`config.mk`:
```
export PLATFORM = sky130hd
export DESIGN_NAME = glitch_trigger_delay
export DESIGN_NICKNAME = d
export VERILOG_FILES = /design/src/rtl/glitch_trigger_delay.sv
export SDC_FILE = /design/constraint.sdc
export NUM_CORES = 1
export LEC_CHECK = 0
export ABC_CLOCK_PERIOD_IN_PS = 2500
export CAP_MARGIN = 15
export CORE_UTILIZATION = 49
export CTS_BUF_LIST = sky130_fd_sc_hd__clkbuf_4 sky130_fd_sc_hd__clkbuf_8 sky130_fd_sc_hd__clkbuf_16
export CTS_CLUSTER_DIAMETER = 120
export DETAILED_ROUTE_END_ITERATION = 10
export PLACE_DENSITY = 0.76
export SYNTH_ARGS = -nofsm -noshare
export SYNTH_HDL_FRONTEND = slang
export SYNTH_SLANG_ARGS = --single-unit
```
`constraint.sdc`:
```
create_clock -name clk_in -period 2.5 [get_ports clk_in]
set_input_delay 0.5 -clock clk_in [delete_from_list [all_inputs] [get_ports clk_in]]
set_output_delay 0.5 -clock clk_in [all_outputs]
set_load 0.05 [all_outputs]
```
`src/rtl/glitch_trigger_delay.sv`:
```
// Trigger-to-glitch delay stage: synchronises trig_in, waits a programmable delay after the
// selected edge, then gates the glitch generator. GLITCH_TRIGGER_DELAY_SWEEP_EN adds a per-run delay offset.
module glitch_trigger_delay #(
    parameter int DELAY_W        = 16,
    parameter int LEN_W          = 5,
    parameter int SYNC_STAGES    = 2,
    parameter int HOLDOFF_CYCLES = 64
) (
    input  logic               clk_in,
    input  logic               reset,
    input  logic               arm,
    input  logic               abort,
    input  logic               trig_in,
    input  logic               trig_edge_sel,
    input  logic [DELAY_W-1:0] delay_val,
    input  logic [LEN_W-1:0]   glitch_len,
    output logic               glitch_gate,
    output logic [LEN_W-1:0]   glitch_len_out,
    output logic               armed,
    output logic               busy,
    output logic               done,
    output logic [15:0]        fire_count,
    output logic [2:0]         state_dbg
);

    localparam int HOLD_W = (HOLDOFF_CYCLES > 1) ? $clog2(HOLDOFF_CYCLES) : 1;

    typedef enum logic [2:0] {
        IDLE    = 3'd0,
        ARMED   = 3'd1,
        DELAY   = 3'd2,
        FIRE    = 3'd3,
        HOLDOFF = 3'd4
    } state_t;

    state_t                 state;
    logic [SYNC_STAGES-1:0] sync_q;
    logic                   trig_s;
    logic                   trig_prev;
    logic                   edge_sel_q;
    logic                   edge_hit;
    logic [DELAY_W-1:0]     delay_q;
    logic [DELAY_W-1:0]     delay_eff;
    logic [DELAY_W-1:0]     delay_cnt;
    logic [LEN_W-1:0]       len_cnt;
    logic [HOLD_W-1:0]      hold_cnt;

    assign trig_s    = sync_q[SYNC_STAGES-1];
    assign edge_hit  = edge_sel_q ? (~trig_s & trig_prev) : (trig_s & ~trig_prev);
    assign armed     = (state == ARMED);
    assign busy      = (state != IDLE);
    assign state_dbg = state;

`ifdef GLITCH_TRIGGER_DELAY_SWEEP_EN
    logic [DELAY_W-1:0] sweep_off;
    logic [DELAY_W:0]   delay_sum;

    assign delay_sum = {1'b0, delay_val} + {1'b0, sweep_off};
    assign delay_eff = delay_sum[DELAY_W] ? {DELAY_W{1'b1}} : delay_sum[DELAY_W-1:0];

    // Offset advances once per completed run; an aborted run starts the sweep over.
    always_ff @(posedge clk_in) begin
        if (reset || abort) begin
            sweep_off <= '0;
        end else if (state == HOLDOFF && hold_cnt == '0) begin
            sweep_off <= sweep_off + DELAY_W'(1);
        end
    end
`else
    assign delay_eff = delay_val;
`endif

    always_ff @(posedge clk_in) begin
        if (reset) begin
            sync_q <= '0;
        end else begin
            sync_q <= {sync_q[SYNC_STAGES-2:0], trig_in};
        end
    end

    // Handshake: arm is a one-cycle request honoured only while busy is low; done is the
    // one-cycle completion pulse and is never raised for a run that ends by abort.
    always_ff @(posedge clk_in) begin
        if (reset) begin
            state          <= IDLE;
            trig_prev      <= 1'b0;
            edge_sel_q     <= 1'b0;
            delay_q        <= '0;
            delay_cnt      <= '0;
            len_cnt        <= '0;
            hold_cnt       <= '0;
            glitch_gate    <= 1'b0;
            glitch_len_out <= '0;
            done           <= 1'b0;
            fire_count     <= '0;
        end else begin
            // Tracking every cycle also reloads the history on the arm cycle, so a level
            // already present when arming never counts as an edge.
            trig_prev <= trig_s;
            if (abort) begin
                state       <= IDLE;
                glitch_gate <= 1'b0;
                done        <= 1'b0;
            end else begin
                case (state)
                    IDLE: begin
                        done <= 1'b0;
                        if (arm) begin
                            delay_q        <= delay_eff;
                            glitch_len_out <= glitch_len;
                            edge_sel_q     <= trig_edge_sel;
                            state          <= ARMED;
                        end
                    end
                    ARMED: begin
                        if (edge_hit) begin
                            if (delay_q == '0) begin
                                state       <= FIRE;
                                len_cnt     <= glitch_len_out;
                                glitch_gate <= (glitch_len_out != '0);
                                if (glitch_len_out != '0) begin
                                    fire_count <= fire_count + 16'd1;
                                end
                            end else begin
                                delay_cnt <= delay_q;
                                state     <= DELAY;
                            end
                        end
                    end
                    DELAY: begin
                        if (delay_cnt == DELAY_W'(1)) begin
                            state       <= FIRE;
                            len_cnt     <= glitch_len_out;
                            glitch_gate <= (glitch_len_out != '0);
                            if (glitch_len_out != '0) begin
                                fire_count <= fire_count + 16'd1;
                            end
                        end
                        delay_cnt <= delay_cnt - DELAY_W'(1);
                    end
                    FIRE: begin
                        // A zero length still spends one cycle here with the gate low.
                        if (len_cnt <= LEN_W'(1)) begin
                            glitch_gate <= 1'b0;
                            hold_cnt    <= HOLD_W'(HOLDOFF_CYCLES - 1);
                            done        <= (HOLDOFF_CYCLES == 1);
                            state       <= HOLDOFF;
                        end else begin
                            len_cnt <= len_cnt - LEN_W'(1);
                        end
                    end
                    HOLDOFF: begin
                        if (hold_cnt == '0) begin
                            done  <= 1'b0;
                            state <= IDLE;
                        end else begin
                            done     <= (hold_cnt == HOLD_W'(1));
                            hold_cnt <= hold_cnt - HOLD_W'(1);
                        end
                    end
                    default: begin
                        state       <= IDLE;
                        glitch_gate <= 1'b0;
                        done        <= 1'b0;
                    end
                endcase
            end
        end
    end

endmodule
```
-- Word-level counts from Yosys, hierarchy flattened
Cells that the tools add are included.
- register bits after elaboration: 73
- latch bits: 0
- RAM bits: 0
- bits in read-only memories: 0
- input bits: 27
- logic and storage cells: 89
- memories kept: 0
- add/subtract/negate cells: 4
- multiply operators: 0
- div/mod/pow operators: 0
- $lt $le $gt $ge: 1
- eq/ne operators: 15
- shifts and indexed selects: 0
- muxes and demuxes: 31
- bitwise gates (word level): 7
- reduce and logical (&&, ||, !) cells: 19
- operators by type and width (operator ; number):
    $mux W16 ; 6
    $pmux W16 S2 ; 2
    $mux W5 ; 4
    $add A16 B1 Y16 const B ; 1
    $eq A16 B1 Y1 const B ; 1
    $logic_not A16 Y1 ; 1
    $sub A16 B1 Y16 const B ; 1
    $mux W3 ; 5
    $pmux W3 S5 ; 1
    $pmux W5 S3 ; 1
    $reduce_and A5 Y1 ; 3
    $ne A2 B2 Y1 const B ; 7
    $mux W6 ; 2
    $pmux W6 S2 ; 1
    $reduce_and A4 Y1 ; 2
    $mux W1 ; 7
    $eq A3 B2 Y1 const B ; 2
    $eq A6 B1 Y1 const B ; 1
    $logic_not A6 Y1 ; 1
    $reduce_and A6 Y1 ; 1
    $reduce_bool A3 Y1 ; 2
    $reduce_or A2 Y1 ; 3
    $sub A6 B1 Y6 const B ; 1
    $le A5 B1 Y1 const B ; 1
    other kinds (13) ; 20

-- Depth between registers and ports, before layout
Gate-level depths: netlist (run 1).
- word-level depth: 5
- mapped depth: 8
- gate-level depth less buffers: 7

-- Least setup slack after synthesis (run 1)
Ideal clock, no wire load.
- kind: reg-to-reg
- start: register delay_cnt[1]
- end: register fire_count[15]
- setup time: 70 ps
- data arrival time: 2578 ps
- data required time: 2430 ps
- path slack: -149 ps
- cell stages (with the launch flop): 9
- path buffers: 1
- period minus slack after synthesis: 2649 ps
- cells stage by stage: dfxtp_1 > inv_1 > ha_1 > or4b_2 > or4_4 > a211o_1 > buf_6 > or4_1 > a21oi_1
- longest elaborated chain between the ends: 3
- ends and longest elaborated chain (element ; line ; text):
    start: declaration ; 44 ; logic [DELAY_W-1:0] delay_cnt;
    start signal: assignment ; 125 ; delay_cnt <= delay_q;
    start signal: assignment ; 139 ; delay_cnt <= delay_cnt - DELAY_W'(1);
    $eq A16 B1 Y1 ; 131 ; if (delay_cnt == DELAY_W'(1)) begin
    $ne A2 B2 Y1 (no source line) ; -- ;
    $reduce_and A5 Y1 (no source line) ; -- ;
    end signal: assignment ; 122 ; fire_count <= fire_count + 16'd1;
    end signal: assignment ; 136 ; fire_count <= fire_count + 16'd1;
    end: declaration ; 22 ; output logic [15:0] fire_count,
Every way passes these cells.
A chain may end at the register's enable or synchronous reset.

-- Worst setup path in the final report (run 1)
- start: register delay_cnt[1]
- end: register fire_count[13]
Same word-level chain as after synthesis.

==> results of run 1 <==
==> power breakdown <==
group,internal [mW],switching (mW),leakage [nW]
sequential,1.18,0.0241,0.592
combinational,0.120,0.172,0.964
clock,0.541,0.440,0.105
total,1.85,0.636,1.66
==> sequential cells by signal, indices dropped and copies added, names as in the netlist <==
register        count
done                1
len_cnt             5
edge_sel_q          1
glitch_len_out      5
delay_cnt          16
state_dbg           3
sync_q              2
glitch_gate         1
fire_count         16
delay_q            16
trig_prev           1
hold_cnt            6
==> worst paths after layout <==
kind,endpoint,startpoint,depth (start not counted)
max reg2reg,fire_count[13],delay_cnt[1],7
min reg2reg,sync_q[1],sync_q[0],1
max,fire_count[13],delay_cnt[1],7
min,sync_q[1],sync_q[0],1
==> Yosys cell counts, types with 2 or more instances <==
| cell | instances | area share [%] |
|---|---|---|
| a211o_1 | 3 | 0.70 |
| a211oi_1 | 3 | 0.60 |
| a21oi_1 | 69 | 9.1 |
| a22oi_1 | 4 | 0.80 |
| a311oi_1 | 5 | 1.2 |
| a31o_2 | 2 | 0.46 |
| and3_1 | 4 | 0.66 |
| and3b_1 | 2 | 0.46 |
| clkbuf_1 | 33 | 3.3 |
| dfxtp_1 | 73 | 39 |
| ha_1 | 8 | 2.7 |
| inv_1 | 12 | 1.2 |
| mux2_2 | 2 | 0.60 |
| nand2_1 | 66 | 6.6 |
| nand2b_1 | 3 | 0.50 |
| nand3_1 | 13 | 1.7 |
| nand4_1 | 5 | 0.83 |
| nor2_1 | 20 | 2.0 |
| nor2b_1 | 7 | 1.2 |
| nor3_1 | 19 | 2.5 |
| nor3b_1 | 5 | 0.99 |
| nor4_1 | 14 | 2.3 |
| o211ai_1 | 8 | 1.6 |
| o21a_1 | 2 | 0.40 |
| o21ai_0 | 18 | 2.4 |
| o311ai_0 | 4 | 0.93 |
| o31ai_1 | 24 | 4.8 |
| o32ai_1 | 4 | 0.93 |
| or2_2 | 4 | 0.66 |
| or3_1 | 7 | 1.2 |
| or3b_2 | 2 | 0.46 |
| or4_1 | 17 | 3.4 |
==> critical path, cell delays in order, from the launching register on <==
cell and delay [ns]:
dfxtp_2 0.33, inv_2 0.07, ha_4 0.11, or4b_4 0.47, or4_4 0.59, a211o_4 0.40
or4_4 0.43, a21oi_2 0.14
==> stage by stage <==
| step | worst slack [ns] | hold slack, ns |
|---|---|---|
| finish | -0.107 | 0.441 |
| floorplan | -0.0157 | 0.414 |
| global route | -0.149 | 0.465 |
| CTS | -0.0658 | 0.447 |
| detailed placement | -0.102 | 0.430 |
| global placement | -0.0451 | 0.418 |
==> per-layer routing <==
metal | part of all wire (%) | track usage [%] | vias up
met4 | 2.7 | 9.97 | 0
met2 | 48 | 43.3 | 179
met3 | 7.2 | 5.41 | 34
met5 | 0 | 0 | -
met1 | 42 | 33.6 | 1963
li1 | - | - | 1946
==> what timing repair did <==
item / CTS / global route
buffers inserted: 1 / 1
gates resized for setup: 5 / 17
pin swaps: 4 / 19
cloned: 0 / 2
hold endpoints to repair: 0 / 0
setup endpoints to repair: 14 / 15
==> cell families after synthesis <==
| kind of cell | count (synthesis) | share of synthesized area [%] |
|---|---|---|
| adder cells (fa/ha/maj) | 8 | 2.65 |
| flip-flops | 73 | 38.7 |
| buffers and inverters | 47 | 4.91 |
| multiplexers | 3 | 0.862 |
| AO/OA/AOI/OAI | 155 | 25.9 |
| AND/OR/NAND/NOR | 195 | 26.9 |
==> layout make-up <==
class                           instances  area share, %
Sequential cell                        73           29.7
Timing Repair Buffer                   92           16.8
Clock buffer                           12           3.35
Clock inverter                          4           1.02
Tap cell                               99           2.51
Multi-Input combinational cell        363           45.7
Inverter                               12          0.914
==> impl_metrics.env, run 1 <==
export IMPL_status="finished, violations left"
export IMPL_violations="negative setup slack"
export IMPL_power_density_mw_per_mm2=504
export IMPL_overflow=0
export IMPL_antenna_found_initial=0
export IMPL_ff2ff_setup_slack_ns=-0.11
export IMPL_numCtsBuffers=9
export IMPL_gp_congestion=0.898
export IMPL_core_region_area_mm2=0.00733
export IMPL_synth_cells=481
export IMPL_rows=31
export IMPL_final_core_util_pct=67.2
export IMPL_clock_fmax_ghz=0.384
export IMPL_drcViolationCount=0
export IMPL_maxCapViolations=0
export IMPL_drive_gt1_share_pct=16.4
export IMPL_cts_buffer_depth=2
export IMPL_start_kind="flip-flop"
export IMPL_syn_nets=516
export IMPL_io_buffer_count=54
export IMPL_maxSlewHeadroom_pct=43.3
export IMPL_hpwlAfterDp_mm=7.23
export IMPL_end_kind="flip-flop"
export IMPL_synth_distinct_cells=51
export IMPL_track_usage_pct=26.2
export IMPL_routedWlPerCell_um=16.4
export IMPL_arrival_ns=2.89
export IMPL_drt_iter0_markers=332
export IMPL_layout_commonest_cell="dfxtp_1"
export IMPL_wirelength_mm=10.7
export IMPL_fin_area_mm2=0.00493
export IMPL_htreeDepth=3
export IMPL_grt_max_degree=41
export IMPL_multi_input_area_mm2=0.00225
export IMPL_p_leak_nw=1.66
export IMPL_final_hold_viol_count=0
export IMPL_peakVddDrop_uv=311
export IMPL_synth_edff_count=0
export IMPL_die_h_um=89.8
export IMPL_dp_cells=635
export IMPL_setup_viol=13
export IMPL_finalSetupTns_ns=-0.926
export IMPL_synthesis_area_mm2=0.00377
export IMPL_place_area_mm2=0.00458
export IMPL_dr_total_vias=4122
export IMPL_ctsHoldBuffers=0
export IMPL_layout_common_cells="dfxtp_1 (71), nand2_1 (66), a21oi_1 (66)"
export IMPL_fill_cells=606
export IMPL_final_max_slew_violation_count=0
export IMPL_dieArea_mm2=0.00806
export IMPL_area_growth_pct=30.6
export IMPL_tightest_slew_ns=0.848
export IMPL_clk_pin_slew_worst_paths_ns=0.08
export IMPL_finalCritPeriodShare_pct=104
export IMPL_required_ns=2.78
export IMPL_yosysSeqAreaShare_pct=38.7
export IMPL_ys_ff_latch=73
export IMPL_grt_setup_unrepaired="yes"
export IMPL_yosys_warnings=0
export IMPL_worst_slack_ns=-0.107
export IMPL_grt_pass1_wl_mm=17.5
export IMPL_cts_root_buffer="clkbuf_8"
export IMPL_detail_route_first_pass_iterations=5
export IMPL_seq_area_mm2=0.00146
export IMPL_initial_core_util_pct=51.5
export IMPL_power_mw=2.48
export IMPL_diodes=0
export IMPL_synth_main_ff_cell="dfxtp_1"
export IMPL_syn_area_per_cell_um2=7.85
export IMPL_skew_ns=0.00817
export IMPL_cts_tree="done"
export IMPL_vias_per_cell=6.29
export IMPL_fin_cells=655
export IMPL_synth_async_sr_flop_share_pct=0
export IMPL_insertion_delay_ns=0.34
export IMPL_grt_pass1_vias=3696
export IMPL_clock_sinks=73
export IMPL_hp_class="reg2reg"
export IMPL_final_antenna_net_count=0
export IMPL_path_class="reg2reg"
export IMPL_io_pins=55
export IMPL_period_needed_ns=2.61
export IMPL_crit_fanout=6
export IMPL_dieWidth_um=89.8
export IMPL_fin_nets=586
Power figures use the tool's default switching activity.
==> inputs of run 2 (changes only) <==
--- a/config.mk
+++ b/config.mk
@@ -7,11 +7,13 @@
 export LEC_CHECK = 0
 export ABC_CLOCK_PERIOD_IN_PS = 2500
 export CAP_MARGIN = 15
-export CORE_UTILIZATION = 49
+export CELL_PAD_IN_SITES_DETAIL_PLACEMENT = 0
+export CELL_PAD_IN_SITES_GLOBAL_PLACEMENT = 1
+export CORE_UTILIZATION = 36
 export CTS_BUF_LIST = sky130_fd_sc_hd__clkbuf_4 sky130_fd_sc_hd__clkbuf_8 sky130_fd_sc_hd__clkbuf_16
 export CTS_CLUSTER_DIAMETER = 120
 export DETAILED_ROUTE_END_ITERATION = 10
-export PLACE_DENSITY = 0.76
+export PLACE_DENSITY_LB_ADDON = 0.1
 export SYNTH_ARGS = -nofsm -noshare
 export SYNTH_HDL_FRONTEND = slang
 export SYNTH_SLANG_ARGS = --single-unit
==> run 2 against run 1 <==
The run still ends with negative setup slack left. Hold slack gained 0.00077 ns. Die area grew 35%. Fmax grew 0.86%. Via count down 4.1%. Final area is 0.46% higher. Total power is 3.6% lower. Critical path depth increased by 1. Core utilization decreased by 19 points. Flip-flop and latch count did not move. Largest power group unchanged.
==> impl_metrics.env, run 2 (synthesis results as in run 1) <==
export IMPL_gp_congestion=0.856
export IMPL_clock_fmax_ghz=0.387
export IMPL_track_usage_pct=20.4
export IMPL_p_comb_share_pct=12.4
export IMPL_final_antenna_net_count=0
export IMPL_antenna_found_initial=0
export IMPL_htreeDepth=3
export IMPL_ff2ff_setup_slack_ns=-0.09
export IMPL_clk_pin_slew_worst_paths_ns=0.09
export IMPL_swShare_pct=28.8
export IMPL_initial_core_util_pct=36.9
export IMPL_end_kind="flip-flop"
export IMPL_insertion_delay_ns=0.36
export IMPL_grt_pass1_wl_mm=18.0
export IMPL_drt_iter0_markers=134
export IMPL_min_from="sync_q[0]"
export IMPL_routedWlPerCell_um=16.3
export IMPL_rows=37
export IMPL_grt_max_degree=35
export IMPL_status="finished, violations left"
export IMPL_ff2ff_path_depth=8
export IMPL_power_density_mw_per_mm2=484
export IMPL_grt_pass1_vias=3629
export IMPL_detail_route_first_pass_iterations=4
export IMPL_worst_slack_ns=-0.0852
export IMPL_required_ns=2.74
export IMPL_p_int_mw=1.70
export IMPL_clock_sinks=73
export IMPL_drive_gt1_share_pct=16.3
export IMPL_finalSetupTns_ns=-0.751
export IMPL_hpwlAfterDp_mm=7.70
export IMPL_area_growth_pct=31.2
export IMPL_skew_ns=0.0121
export IMPL_finalCritPeriodShare_pct=103
export IMPL_cts_root_buffer="clkbuf_8"
export IMPL_period_needed_ns=2.59
export IMPL_path_class="reg2reg"
export IMPL_dieArea_mm2=0.0109
export IMPL_multi_input_area_mm2=0.00225
export IMPL_start_kind="flip-flop"
export IMPL_die_h_um=104
export IMPL_layout_commonest_cell="dfxtp_1"
export IMPL_worstReg2RegEnd="fire_count[11]"
export IMPL_tightest_slew_ns=0.716
export IMPL_final_hold_viol_count=0
export IMPL_maxSlewHeadroom_pct=52.3
export IMPL_timing_rr_start="delay_cnt[1]"
export IMPL_fill_cells=1048
export IMPL_crit_fanout=6
export IMPL_grt_setup_unrepaired="yes"
export IMPL_wirelength_mm=11.3
export IMPL_numCtsBuffers=9
export IMPL_maxCapViolations=0
export IMPL_post_place_ws_ns=-0.120
export IMPL_peakVddDrop_uv=222
export IMPL_core_region_area_mm2=0.0102
export IMPL_p_leak_nw=1.65
export IMPL_final_max_slew_violation_count=0
export IMPL_setup_viol=13
export IMPL_fin_area_mm2=0.00495
export IMPL_clockPowerShare_pct=37.2
export IMPL_hp_class="reg2reg"
export IMPL_reg_largest_list="delay_cnt: 16 flops, delay_q: 16 flops, fire_count: 16 flops"
export IMPL_ctsHoldBuffers=0
export IMPL_arrival_ns=2.82
export IMPL_io_pins=55
export IMPL_seq_area_mm2=0.00146
export IMPL_io_buffer_count=54
export IMPL_switchingPower_uw=689
export IMPL_cts_buffer_depth=2
export IMPL_hold_depth=1
export IMPL_drcViolationCount=0
export IMPL_violations="negative setup slack"
export IMPL_dieWidth_um=104
export IMPL_diodes=0
export IMPL_seqPwrFrac_pct=50.4
export IMPL_cts_tree="done"
export IMPL_place_area_mm2=0.00464
export IMPL_hold_path_end="sync_q[1]"
export IMPL_power_mw=2.39
export IMPL_dr_total_vias=3951
export IMPL_layout_common_cells="dfxtp_1 (71), nand2_1 (66), a21oi_1 (65)"
export IMPL_vias_per_cell=5.70
export IMPL_overflow=0
export IMPL_fin_nets=587
run 2: metrics by stage:
step           utilization, %  cells  hold WS [ns]
6_report                 48.4    693         0.442
5_1_grt                  48.4    693         0.463
4_1_cts                  47.5    691         0.446
3_5_place_dp             45.4    674         0.424
3_3_place_gp             45.4    674         0.428
2_1_floorplan               -    481         0.414
run 2: layer usage:
metal / vias up / track usage (%) / wire (um) / part of all wire, %
met5: - / 0 / 0 / 0
met4: 0 / 7.96 / 151 / 1.3
met3: 14 / 2.76 / 457 / 4.1
met2: 78 / 33.3 / 5380 / 48
met1: 1908 / 27.1 / 5300 / 47
li1: 1951 / - / - / -
run 2: area by class of cell:
cell class | count | area share (%)
tap | 136 | 3.44
inverter | 12 | 0.910
clock inverter | 6 | 0.986
timing repair buffer | 93 | 16.9
multi-input combinational | 363 | 45.4
sequential | 73 | 29.6
clock buffer | 10 | 2.78
run 2: how the worst max path moves through the flow:
stage                       from             end  slack [ns]
floorplan           delay_cnt[7]  fire_count[15]       -0.02
global placement    delay_cnt[1]  fire_count[15]       -0.05
detailed placement  delay_cnt[1]   fire_count[9]       -0.12
CTS                 delay_cnt[1]   fire_count[7]       -0.09
global route        delay_cnt[1]  fire_count[11]       -0.17
finish              delay_cnt[1]  fire_count[11]       -0.09
run 2: power groups by stage:
stage	clock network, mW	logic, mW	registers, mW
2_1_floorplan	0	0.143	1.25
3_3_place_gp	0	0.290	1.23
3_5_place_dp	0	0.291	1.24
4_1_cts	0.919	0.292	1.21
5_1_grt	0.957	0.322	1.21
6_report	0.891	0.296	1.21
run 2: worst max-delay path: stages (launching register included):
cell and delay, ns:
dfxtp_2 0.33, inv_2 0.07, ha_4 0.11, or4b_4 0.46
or4_4 0.59, a211o_4 0.40, buf_4 0.16, o31ai_2 0.27
a21oi_2 0.08
run 2: repair_timing:
action / CTS / global route
endpoints found under the setup margin: 14 / 16
gates resized for setup: 4 / 16
cloned: 0 / 2
buffers inserted: 1 / 0
pin swaps: 2 / 21
==> inputs of run 3 (changes only) <==
--- a/config.mk
+++ b/config.mk
@@ -5,11 +5,10 @@
 export SDC_FILE = /design/constraint.sdc
 export NUM_CORES = 1
 export LEC_CHECK = 0
-export ABC_CLOCK_PERIOD_IN_PS = 2500
-export CAP_MARGIN = 15
+export ABC_CLOCK_PERIOD_IN_PS = 2810
 export CELL_PAD_IN_SITES_DETAIL_PLACEMENT = 0
 export CELL_PAD_IN_SITES_GLOBAL_PLACEMENT = 1
-export CORE_UTILIZATION = 36
+export CORE_UTILIZATION = 40
 export CTS_BUF_LIST = sky130_fd_sc_hd__clkbuf_4 sky130_fd_sc_hd__clkbuf_8 sky130_fd_sc_hd__clkbuf_16
 export CTS_CLUSTER_DIAMETER = 120
 export DETAILED_ROUTE_END_ITERATION = 10
==> constraint.sdc (replaced) <==
create_clock -name clk_in -period 2.81 [get_ports clk_in]
set_input_delay 0.562 -clock clk_in [delete_from_list [all_inputs] [get_ports clk_in]]
set_output_delay 0.562 -clock clk_in [all_outputs]
set_load 0.05 [all_outputs]
==> run 3 against run 2 <==
The flow now finishes without violations. First-iteration DRC count decreased by 5.2%. Clock power decreased by 18%. Final cell count decreased by 6.9%. Hold slack got worse by 0.0029 ns. Largest power group unchanged. Highest routed layer unchanged.
==> impl_metrics.env, run 3 (synthesis results as in run 1) <==
export IMPL_cpPeakStageDelay_ns=0.61
export IMPL_track_usage_pct=22.0
export IMPL_maxSlewHeadroom_pct=48.2
export IMPL_vias_per_cell=5.80
export IMPL_grt_max_degree=67
export IMPL_layout_common_cells="dfxtp_1 (73), a21oi_1 (68), nand2_1 (66)"
export IMPL_drcViolationCount=0
export IMPL_seq_area_mm2=0.00146
export IMPL_grt_setup_unrepaired="yes"
export IMPL_holdWs_ns=0.439
export IMPL_clock_fmax_ghz=0.363
export IMPL_reg_largest_list="delay_cnt: 16 flops, delay_q: 16 flops, fire_count: 16 flops"
export IMPL_peakVddDrop_uv=201
export IMPL_io_buffer_count=54
export IMPL_final_hold_viol_count=0
export IMPL_die_h_um=99.1
export IMPL_clock_sinks=73
export IMPL_multi_input_area_mm2=0.00215
export IMPL_fill_cells=927
export IMPL_fin_nets=564
export IMPL_crit_family="simple AND/OR/NAND/NOR gates"
export IMPL_final_core_util_pct=50.6
export IMPL_wirelength_mm=10.4
export IMPL_cts_tree="done"
export IMPL_detail_route_first_pass_iterations=4
export IMPL_rows=35
export IMPL_gp_congestion=0.885
export IMPL_period_needed_ns=2.75
export IMPL_area_growth_pct=23.3
export IMPL_tightest_slew_ns=0.772
export IMPL_clk_pin_slew_worst_paths_ns=0.08
export IMPL_dr_total_vias=3739
export IMPL_insertion_delay_ns=0.35
export IMPL_finalCritPeriodShare_pct=97.9
export IMPL_initial_core_util_pct=41.0
export IMPL_routedWlPerCell_um=16.1
export IMPL_maxCapViolations=0
export IMPL_crit_fanout=13
export IMPL_crit_chain="inv_1, ha_1, or4b_2, or4_4, a211o_4, or4_1, a21oi_1"
export IMPL_p_leak_nw=1.54
export IMPL_start_kind="flip-flop"
export IMPL_grt_pass1_vias=3446
export IMPL_hpwlAfterDp_mm=7.10
export IMPL_arrival_ns=3.02
export IMPL_numCtsBuffers=9
export IMPL_ctsHoldBuffers=0
export IMPL_hp_class="reg2reg"
export IMPL_antenna_found_initial=0
export IMPL_grt_pass1_wl_mm=17.2
export IMPL_cts_buffer_depth=2
export IMPL_dieArea_mm2=0.00983
export IMPL_core_region_area_mm2=0.00920
export IMPL_cts_root_buffer="clkbuf_8"
export IMPL_cp_num_buf_inv=1
export IMPL_layout_commonest_cell="dfxtp_1"
export IMPL_slowest_stage="or4b_2"
export IMPL_end_kind="flip-flop"
export IMPL_drive_gt1_share_pct=9.55
export IMPL_htreeDepth=3
export IMPL_path_class="reg2reg"
export IMPL_setup_viol=0
export IMPL_finalSetupTns_ns=0
export IMPL_power_density_mw_per_mm2=442
export IMPL_diodes=0
export IMPL_status="finished clean"
export IMPL_overflow=0
export IMPL_dieWidth_um=99.1
export IMPL_final_antenna_net_count=0
export IMPL_drt_iter0_markers=127
export IMPL_skew_ns=0.0112
export IMPL_required_ns=3.08
export IMPL_io_pins=55
export IMPL_final_max_slew_violation_count=0
==> run 3: cell count changes in the layout (fill, tap and decap cells not counted), sizes merged <==
| cell | previous run | this run |
|---|---|---|
| inv | 15 | 12 |
| clkinv | 0 | 4 |
| a211o | 5 | 3 |
| clkinvlp | 3 | 0 |
| clkbuf | 10 | 12 |
| clkdlybuf4s50 | 51 | 52 |
| buf | 42 | 20 |
==> run 3: routing by layer <==
metal | part of all wire, % | vias up | track usage [%]
met5 | 0 | - | 0
met4 | 1.4 | 0 | 7.92
met3 | 2.8 | 10 | 3.02
met2 | 47 | 66 | 36.9
met1 | 49 | 1773 | 29.0
li1 | - | 1890 | -
==> run 3: final timing paths <==
check             depth (start not counted)  slack (ns)              to         start
hold reg to reg                           1        0.44       sync_q[1]     sync_q[0]
setup / recovery                          7        0.06  fire_count[15]  delay_cnt[1]
setup reg to reg                          7        0.06  fire_count[15]  delay_cnt[1]
hold / removal                            1        0.44       sync_q[1]     sync_q[0]
==> run 3: timing repair <==
action | CTS | global route
setup endpoints to repair | 2 | 11
endpoints found under the hold margin | 0 | 0
setup buffers | 0 | 1
gates resized for setup | 1 | 4
pin swaps | 0 | 1
==> run 3: power breakdown <==
part	internal, mW	switching (mW)
Sequential	1.05	0.0223
Clock	0.345	0.390
Combinational	0.100	0.145
Total	1.50	0.558
==> run 3: through the flow <==
stage	instance area, um2	worst slack (ns)	cells	total power [mW]
global placement	4460	0.0906	628	1.34
floorplan	3770	0.161	481	1.24
detailed placement	4460	-0.000480	628	1.35
CTS	4630	0.00932	644	2.08
finish	4650	0.0587	645	2.06
global route	4650	-0.0170	645	2.14
==> run 3: final cells by class <==
type / instances / area share [%]
inverters: 12 / 0.968
multi-input cells: 361 / 46.2
repair buffers: 72 / 14.9
clock inverters: 4 / 0.430
flip-flops and latches: 73 / 31.4
clock buffers: 12 / 3.15
well taps: 111 / 2.98
